<file path="config.mk">
export PLATFORM = sky130hd
export DESIGN_NAME = sample_in_ball_core
export DESIGN_NICKNAME = d
export VERILOG_FILES = /design/src/rtl/dilithium_pkg.sv /design/src/rtl/sib_coeff_array.sv /design/src/rtl/sample_in_ball_core.sv
export SDC_FILE = /design/constraint.sdc
export NUM_CORES = 2
export LEC_CHECK = 0
export ABC_AREA = 0
export BUFFER_PORTS_ARGS = -buffer_cell sky130_fd_sc_hd__buf_2
export CAP_MARGIN = 0
export CORE_UTILIZATION = 55
export CTS_CLUSTER_SIZE = 40
export DETAILED_ROUTE_END_ITERATION = 10
export PLACE_DENSITY = 0.77
export SKIP_CTS_REPAIR_TIMING = 1
export SLEW_MARGIN = 30
export SYNTH_ARGS = -nofsm -noshare
export SYNTH_HDL_FRONTEND = slang
export SYNTH_SLANG_ARGS = --single-unit
export TNS_END_PERCENT = 5
</file>
<file path="constraint.sdc">
create_clock -name clk -period 5.87 [get_ports clk]
set_input_delay 0.2935 -clock clk [delete_from_list [all_inputs] [get_ports clk]]
set_output_delay 0.2935 -clock clk [all_outputs]
set_load 0.005 [all_outputs]
</file>
<file path="src/rtl/dilithium_pkg.sv">
// Shared constants, codes and state encoding for the
// SampleInBall challenge-polynomial engine.
package dilithium_pkg;

  localparam int N      = 256;
  localparam int IDX_W  = 8;
  localparam int SB_DEF = 8;
  localparam int TAU44  = 39;
  localparam int TAU65  = 49;
  localparam int TAU87  = 60;
  localparam int Q_DEF  = 8380417;
  localparam int CNT_W  = 9;

  localparam logic [1:0] LVL_44  = 2'b00;
  localparam logic [1:0] LVL_65  = 2'b01;
  localparam logic [1:0] LVL_87  = 2'b10;
  localparam logic [1:0] LVL_BAD = 2'b11;

  localparam logic [1:0] T_ZERO = 2'b00;
  localparam logic [1:0] T_POS  = 2'b01;
  localparam logic [1:0] T_NEG  = 2'b11;

  typedef enum logic [1:0] {
    S_IDLE,
    S_SIGN,
    S_SAMPLE,
    S_DONE
  } sib_state_e;

endpackage

</file>
<file path="src/rtl/sib_coeff_array.sv">
// N x 2-bit ternary coefficient store with bulk clear,
// Fisher-Yates swap write and asynchronous read.
module sib_coeff_array
  import dilithium_pkg::*;
(
  input  logic             clk,
  input  logic             rst_n,
  input  logic             i_clr,
  input  logic             i_we,
  input  logic [IDX_W-1:0] i_wr_i,
  input  logic [IDX_W-1:0] i_wr_j,
  input  logic [1:0]       i_sign,
  input  logic [IDX_W-1:0] i_rd_addr,
  output logic [1:0]       o_rd_code
);

  logic [1:0] r_c [N];

  // Swap step: c[i] takes old c[j], then c[j] takes the sign.
  // The later assignment wins when i == j.
  always_ff @(posedge clk or negedge rst_n) begin
    if (!rst_n) begin
      for (int a = 0; a < N; a++) r_c[a] <= T_ZERO;
    end else if (i_clr) begin
      for (int a = 0; a < N; a++) r_c[a] <= T_ZERO;
    end else if (i_we) begin
      r_c[i_wr_i] <= r_c[i_wr_j];
      r_c[i_wr_j] <= i_sign;
    end
  end

  assign o_rd_code = r_c[i_rd_addr];

endmodule

</file>
<file path="src/rtl/sample_in_ball_core.sv">
// SampleInBall engine: sign prefix capture, rejection-sampled
// Fisher-Yates placement of tau +/-1 coefficients.
module sample_in_ball_core
  import dilithium_pkg::*;
#(
  parameter  int SIGN_BYTES = SB_DEF,
  parameter  int TAU_L0     = TAU44,
  parameter  int TAU_L1     = TAU65,
  parameter  int TAU_L2     = TAU87,
  parameter  int OUT_FMT    = 0,
  parameter  int Q          = Q_DEF,
  localparam int OUT_W      = (OUT_FMT != 0) ? 23 : 2
) (
  input  logic             clk,
  input  logic             rst_n,
  input  logic             start,
  input  logic             abort,
  input  logic [1:0]       ml_dsa_level,
  input  logic [7:0]       in_byte,
  input  logic             in_valid,
  output logic             in_ready,
  input  logic [IDX_W-1:0] rd_addr,
  output logic [OUT_W-1:0] rd_data,
  output logic             busy,
  output logic             done,
  output logic             err
);

  localparam int H_W  = 8 * SIGN_BYTES;
  localparam int HI_W = $clog2(H_W);
  localparam int SB_W = (SIGN_BYTES > 1) ? $clog2(SIGN_BYTES) : 1;

  sib_state_e       r_state;
  logic [H_W-1:0]   r_h;
  logic [SB_W-1:0]  r_sb;
  logic [CNT_W-1:0] r_k;
  logic [CNT_W-1:0] r_tau;
  logic             r_err;

  logic             w_fire;
  logic             w_take;
  logic             w_clr;
  logic [CNT_W-1:0] w_i;
  logic [CNT_W-1:0] w_j;
  logic [CNT_W-1:0] w_tau_sel;
  logic [1:0]       w_sign;
  logic [1:0]       w_code;

  assign in_ready = (r_state == S_SIGN) || (r_state == S_SAMPLE);
  assign busy     = in_ready;
  assign done     = (r_state == S_DONE);
  assign err      = r_err;

  assign w_fire = in_valid & in_ready;
  assign w_i    = CNT_W'(N) - r_tau + r_k;
  assign w_j    = {1'b0, in_byte};
  assign w_take = (r_state == S_SAMPLE) & w_fire & ~abort
                & (w_j <= w_i);
  assign w_clr  = (r_state == S_IDLE) & start & ~abort
                & (ml_dsa_level != LVL_BAD);
  assign w_sign = r_h[r_k[HI_W-1:0]] ? T_NEG : T_POS;

  // Level decode to tau.
  always_comb begin
    w_tau_sel = CNT_W'(TAU_L0);
    unique case (1'b1)
      (ml_dsa_level == LVL_65): w_tau_sel = CNT_W'(TAU_L1);
      (ml_dsa_level == LVL_87): w_tau_sel = CNT_W'(TAU_L2);
      default:                  w_tau_sel = CNT_W'(TAU_L0);
    endcase
  end

  // Job sequencing, sign capture and accepted-index counting.
  always_ff @(posedge clk or negedge rst_n) begin
    if (!rst_n) begin
      r_state <= S_IDLE;
      r_h     <= '0;
      r_sb    <= '0;
      r_k     <= '0;
      r_tau   <= '0;
      r_err   <= 1'b0;
    end else begin
      r_err <= 1'b0;
      if (abort) begin
        r_state <= S_IDLE;
      end else begin
        unique case (r_state)
          S_IDLE: begin
            if (start) begin
              if (ml_dsa_level == LVL_BAD) begin
                r_err <= 1'b1;
              end else begin
                r_tau   <= w_tau_sel;
                r_k     <= '0;
                r_sb    <= '0;
                r_state <= S_SIGN;
              end
            end
          end
          S_SIGN: begin
            if (w_fire) begin
              r_h  <= {in_byte, r_h[H_W-1:8]};
              r_sb <= r_sb + 1'b1;
              if (r_sb == SB_W'(SIGN_BYTES - 1)) begin
                r_k     <= '0;
                r_state <= S_SAMPLE;
              end
            end
          end
          S_SAMPLE: begin
            if (w_take) begin
              r_k <= r_k + 1'b1;
              if (r_k == r_tau - CNT_W'(1)) r_state <= S_DONE;
            end
          end
          S_DONE:  r_state <= S_IDLE;
          default: r_state <= S_IDLE;
        endcase
      end
    end
  end

  sib_coeff_array u_arr (
    .clk       (clk),
    .rst_n     (rst_n),
    .i_clr     (w_clr),
    .i_we      (w_take),
    .i_wr_i    (w_i[IDX_W-1:0]),
    .i_wr_j    (in_byte),
    .i_sign    (w_sign),
    .i_rd_addr (rd_addr),
    .o_rd_code (w_code)
  );

  // Output format mapping of the stored ternary code.
  if (OUT_FMT != 0) begin : g_modq
    always_comb begin
      rd_data = '0;
      unique case (w_code)
        T_POS:   rd_data = OUT_W'(1);
        T_NEG:   rd_data = OUT_W'(Q - 1);
        default: rd_data = '0;
      endcase
    end
  end else begin : g_tern
    assign rd_data = OUT_W'(w_code);
  end

endmodule

</file>
== Yosys cells after proc, flatten, opt, wreduce, memory -nomap -nowiden ==
Cells that the tools add are included.
Word-level totals
  register bits after elaboration: 600
  input port bits: 23
  output and inout bits: 6
  word-level logic and storage cells: 358
Cells by class
  add/sub/neg operators: 5
  magnitude comparators: 7
  eq/ne operators: 20
  muxes and demuxes: 40
  bitwise logic cells: 12
  reductions and logical operators: 12
Operators with widths (count)
  bitwise mux 512 bit: 2
  two-way mux 512 bit: 2
  two-way mux 9 bit: 5
  binary-select mux 2 bit (select 8 bit): 2
  demux 2 bit (select 8 bit): 2
  two-way mux 2 bit: 14
  >= comparator 9 bit, second input constant: 3
  inverter 8 -> 9 bit: 3
  case mux 9 bit (3 select lines): 1
  less-than comparator 9 x 1 -> 1 bit, second input constant: 2
  case mux 5 bit (2 select lines): 1
  adder 9 x 1 -> 9 bit, second input constant: 1
  adder 9 bit: 1
  == test 9 bit: 1
  less-or-equal comparator 8 x 9 -> 1 bit: 1
  two-way mux 3 bit: 3
  != test 3 x 2 -> 1 bit, second input constant: 3
  != test 3 bit, second input constant: 3
  subtractor 9 x 1 -> 9 bit, second input constant: 1
  subtractor 9 bit, first input constant: 1
  == test 2 bit, second input constant: 4
  != test 2 bit, second input constant: 4
  case mux 2 bit (4 select lines): 1
  bitwise AND 1 bit: 7
  19 further kinds: 28

== Longest topological paths before layout ==
  depth in word-level cells: 11
  mapped depth: 23
  mapped depth without buffers: 18

== Modules after synthesis ==
A second synthesis with hierarchy kept.
Unflattened totals
  cell total of the unflattened synthesis: 4988
  area, all modules: 46090.5 um^2
Modules (own cells, without submodules)
  sib_coeff_array: times used 1, cells an instance 4587, area an instance 41165.7 um^2
  sample_in_ball_core: times used 1, cells an instance 401, area an instance 4924.7 um^2

== Worst setup path before layout ==
No wires, ideal clock.
  path type: register -> register
  start point: reg r_k[0]
  end point: reg u_arr.r_c[129] (netlist name)
  setup time: 0.124 ns
  arrival time: 4.554 ns
  path slack: 1.192 ns
  cell stages (with the launch flop): 22
  path buffers: 4
  period minus slack after synthesis: 4.678 ns
  cell sequence: dfrtp_1 > buf_2 > inv_1 > ha_1 > inv_1 > ha_1 > fa_1 > a21o_1 > a21oi_1 > xnor2_1 > clkinv_1 > ha_1 > a211oi_1 > o21a_1 > o31ai_1 > a221o_1 > buf_2 > nand3_2 > clkbuf_1 > clkbuf_1 > a21oi_1 > a211o_1
On the way
  word-level cells in the longest chain between the ends: 10
  elaborated cells on any way between the ends: 17
  classes of those cells: add/sub: 1; order compare: 3; mux: 9; bitwise: 2; reduce/logical: 2
RTL lines
  start: declaration: line sample_in_ball_core.sv:36  | logic [CNT_W-1:0] r_k;
  start signal: assignment: line sample_in_ball_core.sv:112  | r_k <= r_k + 1'b1;
  adder 9 bit: line sample_in_ball_core.sv:55  | assign w_i = CNT_W'(N) - r_tau + r_k;
  inverter 8 -> 9 bit (not written as such): line sib_coeff_array.sv:27  | r_c[i_wr_i] <= r_c[i_wr_j];
  >= comparator 9 bit (not written as such) / less-than comparator 9 x 1 -> 1 bit (equally long branches): line sib_coeff_array.sv:27
  logical AND 1 bit (not written as such): line sib_coeff_array.sv:27
  two-way mux 2 bit (not written as such): line sib_coeff_array.sv:27
  demux 2 bit (select 8 bit): line sib_coeff_array.sv:27
  bitwise mux 512 bit: line sib_coeff_array.sv:27
  bitwise mux 512 bit: line sib_coeff_array.sv:28  | r_c[i_wr_j] <= i_sign;
  two-way mux 512 bit: line sib_coeff_array.sv:26  | end else if (i_we) begin
  two-way mux 512 bit: line sib_coeff_array.sv:24  | end else if (i_clr) begin
  end signal: indexed assignment: line sib_coeff_array.sv:27
  end signal: indexed assignment: line sib_coeff_array.sv:28
  end: declaration: line sib_coeff_array.sv:17  | logic [1:0] r_c [N];
Several ways; a longest one is shown, not always the timed one. The select of a mux whose other input is x is not followed.
A chain may end at the register's enable or synchronous reset.

== Worst setup path after layout ==
  start point: reg r_tau[1]
  end point: reg u_arr.r_c[446] (netlist name)
On the way
  word-level cells in the longest chain between the ends: 11
  elaborated cells on any way between the ends: 15
  classes of those cells: add/sub: 2; order compare: 3; mux: 6; bitwise: 2; reduce/logical: 2
RTL lines
  start: declaration: line sample_in_ball_core.sv:37  | logic [CNT_W-1:0] r_tau;
  start signal: assignment: line sample_in_ball_core.sv:93  | r_tau <= w_tau_sel;
  subtractor 9 bit (*): line sample_in_ball_core.sv:55
  adder 9 bit (*): line sample_in_ball_core.sv:55
  inverter 8 -> 9 bit (not written as such): line sib_coeff_array.sv:27
  >= comparator 9 bit (not written as such) / less-than comparator 9 x 1 -> 1 bit (equally long branches): line sib_coeff_array.sv:27
  logical AND 1 bit (not written as such): line sib_coeff_array.sv:27
  two-way mux 2 bit (not written as such): line sib_coeff_array.sv:27
  demux 2 bit (select 8 bit): line sib_coeff_array.sv:27
  bitwise mux 512 bit: line sib_coeff_array.sv:27
  bitwise mux 512 bit: line sib_coeff_array.sv:28
  two-way mux 512 bit: line sib_coeff_array.sv:26
  two-way mux 512 bit: line sib_coeff_array.sv:24
Every way passes the cells marked *; elsewhere a longest branch is shown, timed or not. The select of a mux whose other input is x is not followed.

==> out/results.ini <==
[critical_path]
crit_path_end_kind=register
required_ns=6.39
crit_fanout=30
worstPathCellList=inv_1, ha_1, ha_1, fa_1, a21o_1, a21oi_1, o21ai_0, nand3_1, inv_2, ha_1, a211oi_1, o21a_1, o31ai_1, a221o_1, nand3_4, buf_12, buf_4, a21oi_1, a311oi_1
cp_num_cells=19
cpMostUsedCell=ha_1
cpPeakStageDelay_ns=0.47
crit_family=compound AO/OA/AOI/OAI gates
crit_type=reg2reg
r2r_cells=19
cpMaxStageDelayCell=fa_1
timing.rr.start=r_tau[1]
r2r_setup_slack_ns=0.67
start_kind=register
startpoint=r_tau[1]
setup.worst_path.end=u_arr.r_c[446]
worstPathArrival_ns=5.72
worstReg2RegEnd=u_arr.r_c[446]
cp.buffers_inverters=4

[power_and_ir_drop]
ir_drop_v=0.000203
p_sw_frac=0.372
power_leakage_nw=18.8
powerDensity_nw_per_um2=274
power.internal_w=0.00780
clock_power_share=0.380
p_sw_w=0.00462
seqPwrFrac=0.349
combPwrFrac=0.271

[drt]
via_per_inst=7.87
drc=0
wl_per_cell_microns=31.8
totalWireLength_microns=159000
detail-route-antenna-nets=0
drt-pass1-iter-count=8
drt_iter0_drc=7142
via_count=39400

[sta]
rsz0062_at_grt=false
slew_headroom=0.207
finalSetupTns_ns=0
fin_crit_ns=5.20
max_freq_ghz=0.192
tightest_slew_ns=1.19
fin_worst_skew_ns=0.0281
setup_violations=0
drv_slew=0
hold_viol_final=1
timing.final.ws_setup_ns=0.666
finalHoldWorstSlack_ns=-0.0181
period_share=0.887

[synth]
synth_edf_count=0
ys_ff_latch=597
synthFlopType=dfrtp_1
synth.distinct_cells=79
postSynth.asyncResetShare=1.00
synth_seq_area_share=0.357
yosys_warnings=0
synth_cells=4171
synth_commonest_cells=nand2_1 (606), dfrtp_1 (597), mux2i_1 (325)
post-synth-top-count-cell=nand2_1
synthesis.nets=4229
yosys.area.top_type=dfrtp_1
yosys.area.top_type_share=0.357
syn_area_sq_um=41800
yosys-top-cells-area=dfrtp_1 (36%), mux4_2 (17%), mux2i_1 (7.8%), nand2_1 (5.4%), a21oi_1 (3.8%)
syn_area_per_cell_sq_um=10.0

[placement]
dpl.hpwl_microns=99000
place.gp.congestion=1.02
pre_cts_slack_ns=0.768
dpl.cell_count=4859
io_buffers=28

[cts]
clk_pin_slew_ns=0.06
numCtsBuffers=72
insertion_delay_ns=0.65
clockRootBuffer=clkbuf_16
htree_levels=3
cts.sinks=597
cts_buffer_depth=3
tritoncts=yes

[floorplanning]
die_y_microns=278
die_x_microns=278
initial_core_util=0.559
placementRows=100
ios=29
core-area_sq_um=74800
die_area_sq_um=77100

[job]
maxCapViolCount=0

[min_path]
min_path_type=in2reg

[run_status]
status=finished, violations left
violations=hold timing

[global_routing]
overflow=0
grt_usage=0.409
grt_max_degree=193
grt_pass1_vias=36900
antenna_found_initial=21
grt_pass1_wl_microns=238000

[final_layout]
layout-drive-gt1-share=0.174
multi_input_area_sq_um=25000
final_util=0.605
register_area_sq_um=14900
fillers=5994
stdcell_count=5002
area_growth_pct=8.38
nets=4027

flip-flops by register name, summed over array words and instances (netlist names):
register   cells
err            1
r_h           64
r_k            9
r_sb           3
r_state        2
r_tau          6
u_arr.r_c    512
metal layers:
metal  global-route usage  part of all wire  vias to the layer above
met2                0.557              0.41                     3615
li1                     -                 -                    15600
met5                    0            0.0012                        -
met1                0.522              0.34                    19100
met3                0.164              0.16                     1047
met4                0.301             0.096                       26
worst reg2reg max path: stages (launching register included):
cell and delay, ns:
dfrtp_1 0.37, inv_1 0.11, ha_1 0.25, ha_1 0.22, fa_1 0.47, a21o_1 0.18, a21oi_1 0.37, o21ai_0 0.27
nand3_1 0.18, inv_2 0.14, ha_1 0.24, a211oi_1 0.22, o21a_1 0.18, o31ai_1 0.08, a221o_1 0.37, nand3_4 0.36
buf_12 0.29, buf_4 0.34, a21oi_1 0.14, a311oi_1 0.30
stage by stage:
stage | instance area (sq um) | power, W
floorplan | 41800 | 0.00626
global placement | 42700 | 0.00746
detailed placement | 42700 | 0.00752
CTS | 45200 | 0.0122
global route | 45300 | 0.0126
finish | 45300 | 0.0124
worst min-delay path by stage:
stage / from / endpoint / slack, ns / cells after the start
global placement: rst_n / r_h[4] / 0.37 / 1
detailed placement: rst_n / r_h[7] / 0.37 / 1
finish: start / err / -0.02 / 3
global route: start / err / 0.02 / 3
floorplan: rst_n / err / -0.002 / 0
CTS: rst_n / r_h[7] / -0.30 / 1
kinds of logic (layout without fill, tap and decap cells):
kind of cell / count (synthesis) / in the layout / share of synthesized area
multiplexers: 705 / 705 / 0.266
XOR/XNOR: 9 / 9 / 0.00189
AO/OA/AOI/OAI: 1103 / 1103 / 0.167
other: 0 / 8 / 0
buffers and inverters: 465 / 319 / 0.0504
adder cells (fa/ha/maj): 35 / 35 / 0.0107
AND/OR/NAND/NOR: 1257 / 1257 / 0.147
flip-flops: 597 / 597 / 0.357
cell usage in the layout, fill, tap and decap left out, types with 24 or more instances in the layout:
master / count
clkbuf_16: 73
o22ai_1: 48
and3_1: 76
nor2_1: 100
a211oi_1: 107
buf_12: 28
nor4_1: 59
a22oi_1: 42
nor3_1: 102
nor3b_1: 63
dfrtp_1: 597
nand2_1: 604
nand3_1: 24
mux4_2: 317
mux2_2: 63
a311oi_1: 105
and4_1: 29
a31oi_1: 47
and2_1: 107
mux2i_1: 325
a21oi_1: 319
ha_1: 34
inv_1: 35
a211o_1: 70
buf_4: 86
o21ai_0: 270
area by class of cell:
type                    count  share of cell area
multi-input cells        3109               0.553
flip-flops and latches    597               0.330
clock buffers             105              0.0472
repair buffers            151              0.0332
well taps                 969              0.0268
clock inverters            25             0.00677
inverters                  38             0.00315
diodes                      8            0.000442
power by group through the flow:
stage          Combinational [W]  Clock [W]  Sequential, W
6_report                 0.00337    0.00471        0.00433
5_1_grt                  0.00343    0.00485        0.00435
4_1_cts                  0.00313    0.00470        0.00433
3_5_place_dp             0.00312          0        0.00440
3_3_place_gp             0.00307          0        0.00439
2_1_floorplan            0.00190          0        0.00437
Note: power is estimated with default switching activity, not from simulation.
